## config.mk

```make
export PLATFORM = sky130hd
export DESIGN_NAME = alu_mul_sequencer
export DESIGN_NICKNAME = d
export VERILOG_FILES = /design/src/rtl/alu_mul_sequencer.sv
export SDC_FILE = /design/constraint.sdc
export NUM_CORES = 1
export LEC_CHECK = 0
export ABC_AREA = 1
export CORE_ASPECT_RATIO = 0.5
export CORE_UTILIZATION = 45
export DETAILED_ROUTE_END_ITERATION = 16
export PLACE_DENSITY_LB_ADDON = 0.25
export SETUP_SLACK_MARGIN = 0.3
export SYNTH_ARGS = -nofsm -noshare
export SYNTH_HDL_FRONTEND = slang
export SYNTH_SLANG_ARGS = --single-unit
```

## constraint.sdc

```tcl
create_clock -name clk -period 2.5 [get_ports clk]
set_clock_uncertainty 0.05 [all_clocks]
set_input_delay 0.5 -clock clk [delete_from_list [all_inputs] [get_ports clk]]
set_output_delay 0.5 -clock clk [all_outputs]
set_load 0.1 [all_outputs]
```

## src/rtl/alu_mul_sequencer.sv

```systemverilog
// alu_mul_sequencer: shift-and-add multiplier that borrows the execute-stage ALU in add mode, one step per cycle.
// Optional MUL_EARLY_TERM_EN stops RUN once the remaining multiplier bits are all zero.
module alu_mul_sequencer #(
  parameter int N = 32,
  parameter logic [3:0] ADD_CODE = 4'b0000
) (
  input  logic         clk,
  input  logic         reset,
  input  logic         start,
  input  logic [N-1:0] op_a,
  input  logic [N-1:0] op_b,
  output logic         busy,
  output logic         done,
  output logic [N-1:0] product,
  output logic         flag_z,
  output logic         flag_n,
  output logic [N-1:0] alu_a,
  output logic [N-1:0] alu_b,
  output logic [3:0]   alu_ctrl,
  input  logic [N-1:0] alu_result
);
  localparam int CW = $clog2(N);
  typedef enum logic [1:0] {IDLE, RUN, DONE} state_t;
  state_t state, state_next;
  logic [N-1:0] acc, mcand, mplier, acc_next;
  logic [CW-1:0] count;
  logic last;
  assign alu_a = acc;
  assign alu_b = mcand;
  assign alu_ctrl = ADD_CODE;
  assign busy = state != IDLE;
  assign done = state == DONE;
  assign acc_next = mplier[0] ? alu_result : acc;
`ifdef MUL_EARLY_TERM_EN
  assign last = (count == CW'(N - 1)) || ((mplier >> 1) == '0);
`else
  assign last = count == CW'(N - 1);
`endif
  always_comb begin
    state_next = state;
    case (state)
      IDLE: state_next = start ? RUN : IDLE;
      RUN:  state_next = last ? DONE : RUN;
      default: state_next = IDLE;
    endcase
  end
  always_ff @(posedge clk) begin
    if (reset) begin
      state <= IDLE;
      acc <= '0;
      mcand <= '0;
      mplier <= '0;
      count <= '0;
      product <= '0;
      flag_z <= 1'b0;
      flag_n <= 1'b0;
    end else begin
      state <= state_next;
      if (state == IDLE && start) begin
        acc <= '0;
        mcand <= op_a;
        mplier <= op_b;
        count <= '0;
      end else if (state == RUN) begin
        acc <= acc_next;
        mcand <= mcand << 1;
        mplier <= mplier >> 1;
        count <= count + 1'b1;
        // the final accumulate lands on the same edge that enters DONE
        if (last) begin
          product <= acc_next;
          flag_z <= acc_next == '0;
          flag_n <= acc_next[N-1];
        end
      end
    end
  end
endmodule

```

==> results.tsv <==
metric	value	unit
crit_arrival	2.24	ns
die_y	81.6	um
max-vdd-ir-drop	409	uV
required	2.79	ns
hold_buffers	0	
place.gp.congestion	0.826	
holdPathStages	2	
cts.sink_count	136	
fin_setup_tns	0	ns
drc	0	
seqPwrFrac	36.1	%
synth.avg_cell_area	7.25	um^2
leakage	3.46	nW
holdPathEnd	mplier[0]	
yosysSeqAreaShare	47.7	%
crit_path_cell_trace	ha_1, inv_1, nor3_1, ha_2, inv_1, nor2_4, buf_4, o21ai_0, a21oi_1	
hold_path_class	in2reg	
reg2reg_slack	0.55	ns
critPathCaptureType	flip-flop	
cts-buffers-inserted	17	
async_flop_share	0	%
antenna_found_initial	0	
cpPeakStageDelay	0.37	ns
grt_first_pass_wirelength	24200	um
cts_setup_buffers	0	
netlist_area	0.00571	mm^2
synthFlopType	dfxtp_1	
hold_viol_final	0	
htree_levels	4	
critical_path_class	reg2reg	
cp_max_fo	27	
chipWidth	161	um
grt_usage	23.1	%
path_delay_family	adder cells	
std_cell_rows	28	
cts_max_path_buffers	2	
critical-path-slowest-cell	dfxtp_1	
cts_root_buf	clkbuf_16	
vias	5696	
dpl_cell_area	0.00745	mm^2
fmax	512	MHz
synth.top_cell.area_share	47.7	%
antenna_cells	0	
fillers	1042	
yosys_warnings	0	
run_status	finished clean	
yosys-top-cells-count	293 x nand2_1, 136 x dfxtp_1, 63 x a31oi_1, 55 x inv_1, 51 x o21ai_0	
crit_path_start_kind	flip-flop	
pwr-share-clk	44.3	%
syn_inst	787	
cap_violations	0	
hold_start	reset	
slew_headroom	55.1	%
start_util	47.2	%
path_clk_slew	0.06	ns
netSwitchingFraction	29.5	%
period_minus_slack	1.95	ns
rsz0062_at_grt	false	
dr.pass1.iters	5	
grt_pass1_vias	5198	
overflow	0	
setup_violations	0	
crit_buf_inv	3	
syn2layout_area_growth	42.7	%
period_share	78.0	%
worstReg2RegEnd	product[5]	
coreArea	0.0121	mm^2
tightest_slew	0.673	ns
synth_edf_count	0	
drive_above_1_share	17.2	%
power.share.combinational	19.6	%
power_switching	0.00192	W
wl	15400	um
cts_tree	built	
dp_hpwl	10300	um
routed_via_density	4.99	
worstRegToRegCells	9	
drv_slew	0	
power_density	800	mW/mm^2
synth.most_common_cell	nand2_1	
die_area	0.0132	mm^2
drtIter0Drc	363	
synthTopCellsByArea	dfxtp_1 48%, nand2_1 19%, a31oi_1 6.9%, o21ai_0 4.5%, a21oi_1 4.3%	
ant_nets	0	
wl_per_cell	13.5	um
ys_types	26	
grt_max_degree	86	
port_buffers	198	
ioPinCount	203	
final_cell_area	0.00814	mm^2
synth_area_leader_cell	dfxtp_1	
r2r_start	count[0]	
clkLatencyLatePin	0.41	ns
intPower	0.00459	W
ys_seq_elements	136	
cp_common_cell	inv_1	
nNetsFinal	1065	
==> placed cells by master (no fill, tap or decap), types with 2 or more instances in the layout <==
cell type | synthesis | routed
a21oi_1 | 49 | 49
a31oi_1 | 63 | 63
dfxtp_1 | 136 | 136
clkbuf_16 | 0 | 17
inv_4 | 1 | 2
buf_4 | 15 | 112
a211oi_1 | 3 | 3
or2_1 | 2 | 2
nor2_1 | 21 | 20
clkdlybuf4s50_1 | 0 | 97
o21ai_1 | 10 | 11
bufinv_16 | 0 | 6
inv_1 | 55 | 55
nand2_2 | 2 | 2
nor2_4 | 3 | 3
inv_2 | 5 | 3
nand3_1 | 21 | 21
clkbuf_8 | 0 | 3
clkinv_2 | 0 | 4
o21ai_2 | 8 | 8
clkinv_4 | 0 | 2
nand2_1 | 293 | 293
o21ai_0 | 51 | 50
conb_1 | 1 | 4
nor2_2 | 1 | 2
nor3_1 | 3 | 3
==> worst max path at each step <==
stage	start	endpoint	slack [ns]	depth (start not counted)
final	count[0]	product[5]	0.55	9
after global routing	count[0]	product[7]	0.36	10
after CTS	count[0]	product[9]	0.44	10
after global placement	count[0]	product[15]	0.54	10
after detailed placement	count[0]	product[9]	0.47	10
after floorplan	state[1]	done	0.33	2
==> metrics by stage <==
step	setup slack [ns]	hold slack [ns]	power (W)	utilization, %	std cells
2_1_floorplan	0.333	0.390	0.00331	-	790
3_3_place_gp	0.540	0.401	0.00366	61.6	1110
3_5_place_dp	0.472	0.415	0.00367	61.6	1110
4_1_cts	0.438	0.336	0.00655	67.3	1142
5_1_grt	0.361	0.345	0.00674	67.4	1142
6_report	0.549	0.337	0.00651	67.4	1142
==> worst reg2reg max path, stage by stage (launching register included) <==
cell	delay (ns)
dfxtp_1	0.37
ha_1	0.18
inv_1	0.05
nor3_1	0.14
ha_2	0.26
inv_1	0.09
nor2_4	0.16
buf_4	0.29
o21ai_0	0.15
a21oi_1	0.14
==> routing by layer <==
metal  GRT usage, %  vias to the layer above  wire length, um
li1               -                     2899                -
met1           27.4                     2627             6770
met2           40.9                      159             7460
met3           6.31                       11             1030
met4           8.11                        0              102
met5              0                        -                0
==> power groups by stage <==
stage | Sequential [W] | Combinational (W) | Clock [W]
finish | 0.00235 | 0.00128 | 0.00289
global route | 0.00236 | 0.00136 | 0.00301
CTS | 0.00235 | 0.00128 | 0.00292
detailed placement | 0.00239 | 0.00128 | 0
global placement | 0.00239 | 0.00126 | 0
floorplan | 0.00286 | 0.000450 | 0
==> what timing repair did <==
| item | in CTS | in global routing |
|---|---|---|
| hold endpoints to repair | 0 | 0 |
| setup endpoints to repair | 0 | 7 |
| gates resized for setup | 0 | 4 |
==> flip-flops by register name (all words and copies together), names as in the netlist <==
name,count
count,5
alu_b,32
state,2
product,32
alu_a,32
flag_z,1
mplier,32
==> cells by family after synthesis <==
family,Yosys count,synth area share (%)
buffers and inverters,117,9.58
DFF,136,47.7
AOI/OAI and AO/OA,184,18.2
and+or+nand+nor,346,23.9
adders and majority gates,2,0.438
xor gates and xnor gates,1,0.153
other,1,0.0657
==> final cells by class <==
type | instances | area, um^2 | area share, %
Inverter | 61 | 235 | 2.89
Clock buffer | 20 | 467 | 5.73
Multi-Input combinational cell | 537 | 2450 | 30.1
Timing Repair Buffer | 211 | 1840 | 22.6
Sequential cell | 136 | 2720 | 33.4
Tap cell | 165 | 206 | 2.54
Clock inverter | 12 | 220 | 2.70
Note: power is estimated with default switching activity, not from simulation.
